==> config.mk <==
export PLATFORM = sky130hd
export DESIGN_NAME = nco_sweep_ctrl
export DESIGN_NICKNAME = d
export VERILOG_FILES = /design/src/rtl/nco_sweep_ctrl.sv
export SDC_FILE = /design/constraint.sdc
export NUM_CORES = 1
export LEC_CHECK = 0
export ABC_AREA = 0
export CAP_MARGIN = 25
export CORE_MARGIN = 2
export CORE_UTILIZATION = 35
export DETAILED_ROUTE_END_ITERATION = 10
export GPL_ROUTABILITY_DRIVEN = 0
export SLEW_MARGIN = 20
export SYNTH_ARGS = -nofsm -noshare
export SYNTH_HDL_FRONTEND = slang
export SYNTH_SLANG_ARGS = --single-unit
==> constraint.sdc <==
create_clock -name clk -period 7.3 [get_ports clk]
set_input_delay 1.095 -clock clk [delete_from_list [all_inputs] [get_ports clk]]
set_output_delay 1.095 -clock clk [all_outputs]
set_load 0.01 [all_outputs]
==> src/rtl/nco_sweep_ctrl.sv <==
// Programmable frequency-sweep (chirp) tuning-word generator for the NCO: sawtooth or triangle between start and stop.
// Optional build macro SWEEP_LOG_EN selects a proportional (log-frequency) step of max(ctrl >> LOG_SHIFT, step).
module nco_sweep_ctrl #(
  parameter int WIDTH     = 32,
  parameter int DWELL_W   = 24,
  parameter int LOG_SHIFT = 6
) (
  input  logic               clk,
  input  logic               rst,
  input  logic               enable,
  input  logic [WIDTH-1:0]   start_word,
  input  logic [WIDTH-1:0]   stop_word,
  input  logic [WIDTH-1:0]   step,
  input  logic [DWELL_W-1:0] dwell,
  input  logic               mode,
  output logic [WIDTH-1:0]   ctrl,
  output logic               sweep_done,
  output logic               busy
);

  if (LOG_SHIFT < 1 || LOG_SHIFT >= WIDTH) begin : g_shift_check
    $error("nco_sweep_ctrl: LOG_SHIFT must lie in 1..WIDTH-1");
  end

  typedef enum logic [1:0] {IDLE, LOAD, RUN, ENDPT} state_t;

  localparam logic [DWELL_W-1:0] DW_ONE = DWELL_W'(1);

  state_t             state;
  logic [WIDTH-1:0]   start_q;
  logic [WIDTH-1:0]   stop_q;
  logic [WIDTH-1:0]   step_q;
  logic [DWELL_W-1:0] reload_q;
  logic [DWELL_W-1:0] cnt;
  logic               mode_q;
  logic               dir0_q;   // 1 = start->stop climbs (unsigned)
  logic               fwd_q;    // 1 = heading toward stop, 0 = returning toward start

  logic               up;
  logic [WIDTH-1:0]   target;
  logic [WIDTH-1:0]   inc;
  logic [WIDTH:0]     nxt;

  // A dwell of 0 behaves as 1: the counter reload value is max(dwell,1)-1.
  function automatic logic [DWELL_W-1:0] dwell_reload(input logic [DWELL_W-1:0] d);
    dwell_reload = (d == '0) ? '0 : d - DW_ONE;
  endfunction

  // Returns {hit, word}: one-bit-wider arithmetic catches carry/borrow, and any
  // overshoot of the target (or wrap) saturates the word onto the target.
  function automatic logic [WIDTH:0] step_sat(input logic [WIDTH-1:0] cur,
                                              input logic [WIDTH-1:0] amt,
                                              input logic [WIDTH-1:0] tgt,
                                              input logic             climb);
    logic [WIDTH:0] ext;
    logic           hit;
    if (climb) begin
      ext = {1'b0, cur} + {1'b0, amt};
      hit = ext[WIDTH] || (ext[WIDTH-1:0] >= tgt);
    end else begin
      ext = {1'b0, cur} - {1'b0, amt};
      hit = ext[WIDTH] || (ext[WIDTH-1:0] <= tgt);
    end
    step_sat = hit ? {1'b1, tgt} : {1'b0, ext[WIDTH-1:0]};
  endfunction

  assign up     = fwd_q ? dir0_q : ~dir0_q;
  assign target = fwd_q ? stop_q : start_q;

`ifdef SWEEP_LOG_EN
  logic [WIDTH-1:0] prop;
  assign prop = ctrl >> LOG_SHIFT;
  assign inc  = (prop > step_q) ? prop : step_q;
`else
  assign inc  = step_q;
`endif

  assign nxt = step_sat(ctrl, inc, target, up);

  always_ff @(posedge clk or posedge rst) begin
    if (rst) begin
      state      <= IDLE;
      ctrl       <= '0;
      sweep_done <= 1'b0;
      busy       <= 1'b0;
      start_q    <= '0;
      stop_q     <= '0;
      step_q     <= '0;
      reload_q   <= '0;
      cnt        <= '0;
      mode_q     <= 1'b0;
      dir0_q     <= 1'b0;
      fwd_q      <= 1'b0;
    end else begin
      sweep_done <= 1'b0;
      if (!enable) begin
        state <= IDLE;
        busy  <= 1'b0;
      end else begin
        case (state)
          IDLE: begin
            state <= LOAD;
            busy  <= 1'b1;
          end
          LOAD: begin
            start_q  <= start_word;
            stop_q   <= stop_word;
            step_q   <= step;
            mode_q   <= mode;
            reload_q <= dwell_reload(dwell);
            cnt      <= dwell_reload(dwell);
            dir0_q   <= (stop_word >= start_word);
            fwd_q    <= 1'b1;
            ctrl     <= start_word;
            state    <= RUN;
          end
          RUN: begin
            if (cnt == '0) begin
              cnt  <= reload_q;
              ctrl <= nxt[WIDTH-1:0];
              if (nxt[WIDTH]) begin
                sweep_done <= 1'b1;
                state      <= ENDPT;
              end
            end else begin
              cnt <= cnt - DW_ONE;
            end
          end
          ENDPT: begin
            // Endpoint is held one dwell; triangle then turns around, sawtooth restarts.
            if (cnt == '0) begin
              cnt   <= reload_q;
              state <= RUN;
              if (mode_q) begin
                fwd_q <= ~fwd_q;
              end else begin
                fwd_q <= 1'b1;
                ctrl  <= start_q;
              end
            end else begin
              cnt <= cnt - DW_ONE;
            end
          end
          default: state <= IDLE;
        endcase
      end
    end
  end

endmodule

==> flow_summary_export.csv <==
group,metric,value,unit
grt,grt_antenna_before_repair,5,
clock_network,cts_made_buffers,17,
cells_and_area,area_growth,16.8,%
worst_hold_path,worstHoldEndpoint,"reload_q[11]$_DFFE_PP0P_",
grt,grt_max_degree,74,
critical_path,cp-startpoint,"ctrl[6]$_DFFE_PP0P_",
clock_network,cts_resized,0,
synthesis,synthesis.nets,2242,
cells_and_area,instances_no_fill,2643,
synthesis,yosysUniqueCellTypes,88,
synthesis,yosysWarnings,0,
drt,wl_per_cell,19.2,µm
floorplanning,start_util,35.5,%
cells_and_area,layout-drive-gt1-share,4.49,%
timing,skew,0.0190,ns
floorplanning,die-area,46600,µm²
critical_path,cpMostUsedCell,"a21oi_1",
grt,grt_pass1_vias,14215,
timing,hold_viol_final,0,
floorplanning,fp-row-count,77,
grt,gr-usage-all-layers,22.0,%
drt,postRouteAntennaNets,0,
run,maxCapViolCount,0,
critical_path,crit_required,7.63,ns
drt,via_count,14613,
timing,maxSlewViolCount,0,
timing,grt_setup_unrepaired,"no",
timing,hold_slack,0.478,ns
critical_path,cp_data_arrival_time,6.59,ns
synthesis,yosysMostFrequentCell,"nand2_1",
timing,finalCriticalPeriod,6.26,ns
drt,met3WireLength,3330,µm
drt,wl,50800,µm
grt,grt_pass1_wl,81200,µm
worst_hold_path,min_path_cells,2,
cells_and_area,multi_input_area,10300,µm²
drt,drt_iter0_drc,1286,
synthesis,async_flop_share,100,%
floorplanning,die_height,216,µm
timing,finalSetupViolations,0,
synthesis,ys_seq_area_share,29.1,%
placement,dp_hpwl,38800,µm
critical_path,reg2reg_depth,22,
clock_network,h-tree-depth,4,
drt,wl_met1,23900,µm
timing,max_slew_margin,30.2,%
synthesis,ys_top_cells_by_count,"297 x nand2_1, 183 x dfrtp_1, 163 x o21ai_0",
synthesis,synth_ff_type,"dfrtp_1",
critical_path,r2r_end,"ctrl[31]$_DFFE_PP0P_",
clock_network,post_cts_buffers,0,
cells_and_area,final_nets,2324,
timing,worst_pin_slew,1.05,ns
critical_path,setup.reg_to_reg.worst_slack,1.04,ns
timing,finalCritPeriodShare,85.8,%
placement,placed_cell_area,17800,µm²
drt,drc,0,
critical_path,worst_path_max_delay_cell,"nor4bb_1",
clock_network,clk_path_buf_depth,2,
critical_path,critical_path.cell_chain,"ha_1, inv_2, a21o_1, nor4bb_1, o21a_1, o211ai_1, a21oi_1, o21bai_1, a21oi_1, xnor2_1, ha_1, a21o_1, a21o_1, a21oi_1, o2111ai_1, a21oi_1, o31ai_1, o21ai_4, buf_4, nor2_1, a2111oi_0, a21oi_1",
synthesis,yosysTopAreaCellShare,29.1,%
grt,overflow,0,
drt,routed.top_layer,"met5",
cells_and_area,ff_latch_area,4580,µm²
worst_hold_path,hp-class,"reg -> reg",
placement,dp.cells,2609,
status,status,"finished, final reports clean",
critical_path,start_kind,"flip-flop",
clock_network,clock_latency,0.46,ns
worst_hold_path,hp-start,"reload_q[11]$_DFFE_PP0P_",
clock_network,cts_tree,"done",
floorplanning,core_area,44300,µm²
synthesis,synthesis.area,15700,µm²
drt,met2_length,22400,µm
timing,fmax,0.160,GHz
cells_and_area,finalInstanceArea,18400,µm²
synthesis,synth_largest_area_cell,"dfrtp_1",
critical_path,path_class,"reg -> reg",
synthesis,synth_seq_cells,183,
critical_path,endpoint_kind,"flip-flop",
critical_path,rr_startpoint,"ctrl[6]$_DFFE_PP0P_",
floorplanning,die_w,216,µm
timing,tns,0,ns
synthesis,syn_avg_cell_area,8.05,µm²
synthesis,synth.area.top_cells,"dfrtp_1 29%, ha_1 13%, nand2_1 7.1%",
placement,io_buffer_count,157,
clock_network,holdBufCountCts,0,
critical_path,crit_path_max_incr_delay,0.61,ns
synthesis,syn_inst,1954,
drt,vias_per_cell,5.53,
critical_path,path_max_fanout,28,
floorplanning,boundaryPins,158,
clock_network,root_buffer,"clkbuf_16",
synthesis,synth_edf_count,0,
clock_network,clkSinkCount,183,
drt,drt_pass1_iterations,8,
clock_network,clk_pin_slew,0.08,ns
cells_and_area,num-fill-cells,4506,
metal layers:
layer / GRT usage, % / vias to the layer above
met1: 31.4 / 6931
met3: 3.81 / 60
met5: 0 / -
met4: 5.68 / 4
li1: - / 7093
met2: 34.2 / 525
stage by stage:
step	utilization (%)	setup WS [ns]
finish	41.4	1.04
global placement	40.0	1.40
global route	41.4	0.749
detailed placement	40.1	1.26
floorplan	-	1.23
CTS	41.4	1.19
critical path, delay by kind of cell, from the launching register on:
family | cells | cell delay (ns)
AOI/OAI and AO/OA | 15 | 3.47
xor gates and xnor gates | 1 | 0.18
adders and majority gates | 2 | 0.81
buffers and inverters | 2 | 0.53
DFF | 1 | 0.43
and+or+nand+nor | 2 | 0.70
registers in the layout, summed over array words and instances, names as in the netlist, 2 cells and up:
signal    flops
start_q      32
inc          32
reload_q     24
cnt          24
ctrl         32
stop_q       32
state         2
final cells by class:
cell class / instances / share of cell area (%)
Inverter: 108 / 2.23
Tap cell: 592 / 4.03
Clock buffer: 19 / 2.47
Clock inverter: 13 / 0.845
Timing Repair Buffer: 171 / 9.24
Sequential cell: 183 / 24.9
Multi-Input combinational cell: 1555 / 56.2
Antenna cell: 2 / 0.0273
layout by cell type (no fill, tap or decap), types with 6 or more instances in the layout:
| master | synthesis | final |
|---|---|---|
| xor2_1 | 26 | 25 |
| nor2_1 | 131 | 130 |
| a21oi_1 | 152 | 152 |
| nand3b_1 | 6 | 6 |
| o22ai_1 | 9 | 9 |
| xnor2_1 | 87 | 86 |
| nor2b_1 | 21 | 21 |
| or2_2 | 7 | 7 |
| clkdlybuf4s50_1 | 0 | 157 |
| or3_1 | 10 | 10 |
| a211oi_1 | 17 | 17 |
| buf_4 | 4 | 13 |
| inv_1 | 102 | 101 |
| o21bai_1 | 11 | 11 |
| ha_1 | 162 | 162 |
| a22o_1 | 11 | 11 |
| a221oi_1 | 7 | 7 |
| o41ai_1 | 7 | 7 |
| mux2i_1 | 60 | 60 |
| o31ai_1 | 14 | 14 |
| nand2_1 | 297 | 296 |
| a31oi_1 | 25 | 25 |
| nand3_1 | 31 | 31 |
| nand4_1 | 22 | 22 |
| and3_1 | 28 | 28 |
| o21ai_1 | 10 | 10 |
| or4_1 | 10 | 10 |
| nand2b_1 | 20 | 20 |
| a21o_1 | 38 | 38 |
| o211ai_1 | 15 | 15 |
| clkbuf_16 | 0 | 17 |
| nor4_1 | 11 | 11 |
| dfrtp_1 | 183 | 181 |
| o21ai_0 | 163 | 162 |
| o21a_1 | 15 | 15 |
| nor3_1 | 38 | 38 |
kinds of logic after synthesis:
kind of cell	share of synthesized area [%]
and+or+nand+nor	19.3
adders and majority gates	13.1
DFF	29.1
xor gates and xnor gates	6.29
buffers and inverters	5.61
muxes	4.34
AOI/OAI and AO/OA	22.2
worst max-delay path by stage:
stage / end / slack (ns)
2_1_floorplan: busy$_DFFE_PP0P_ / 1.23
3_3_place_gp: ctrl[31]$_DFFE_PP0P_ / 1.40
4_1_cts: ctrl[31]$_DFFE_PP0P_ / 1.19
3_5_place_dp: ctrl[31]$_DFFE_PP0P_ / 1.26
5_1_grt: ctrl[31]$_DFFE_PP0P_ / 0.75
6_report: ctrl[31]$_DFFE_PP0P_ / 1.04
Power is left out: the tool's default activity adds up to more than one toggle a clock period on the data nets, which glitch-free logic cannot reach.
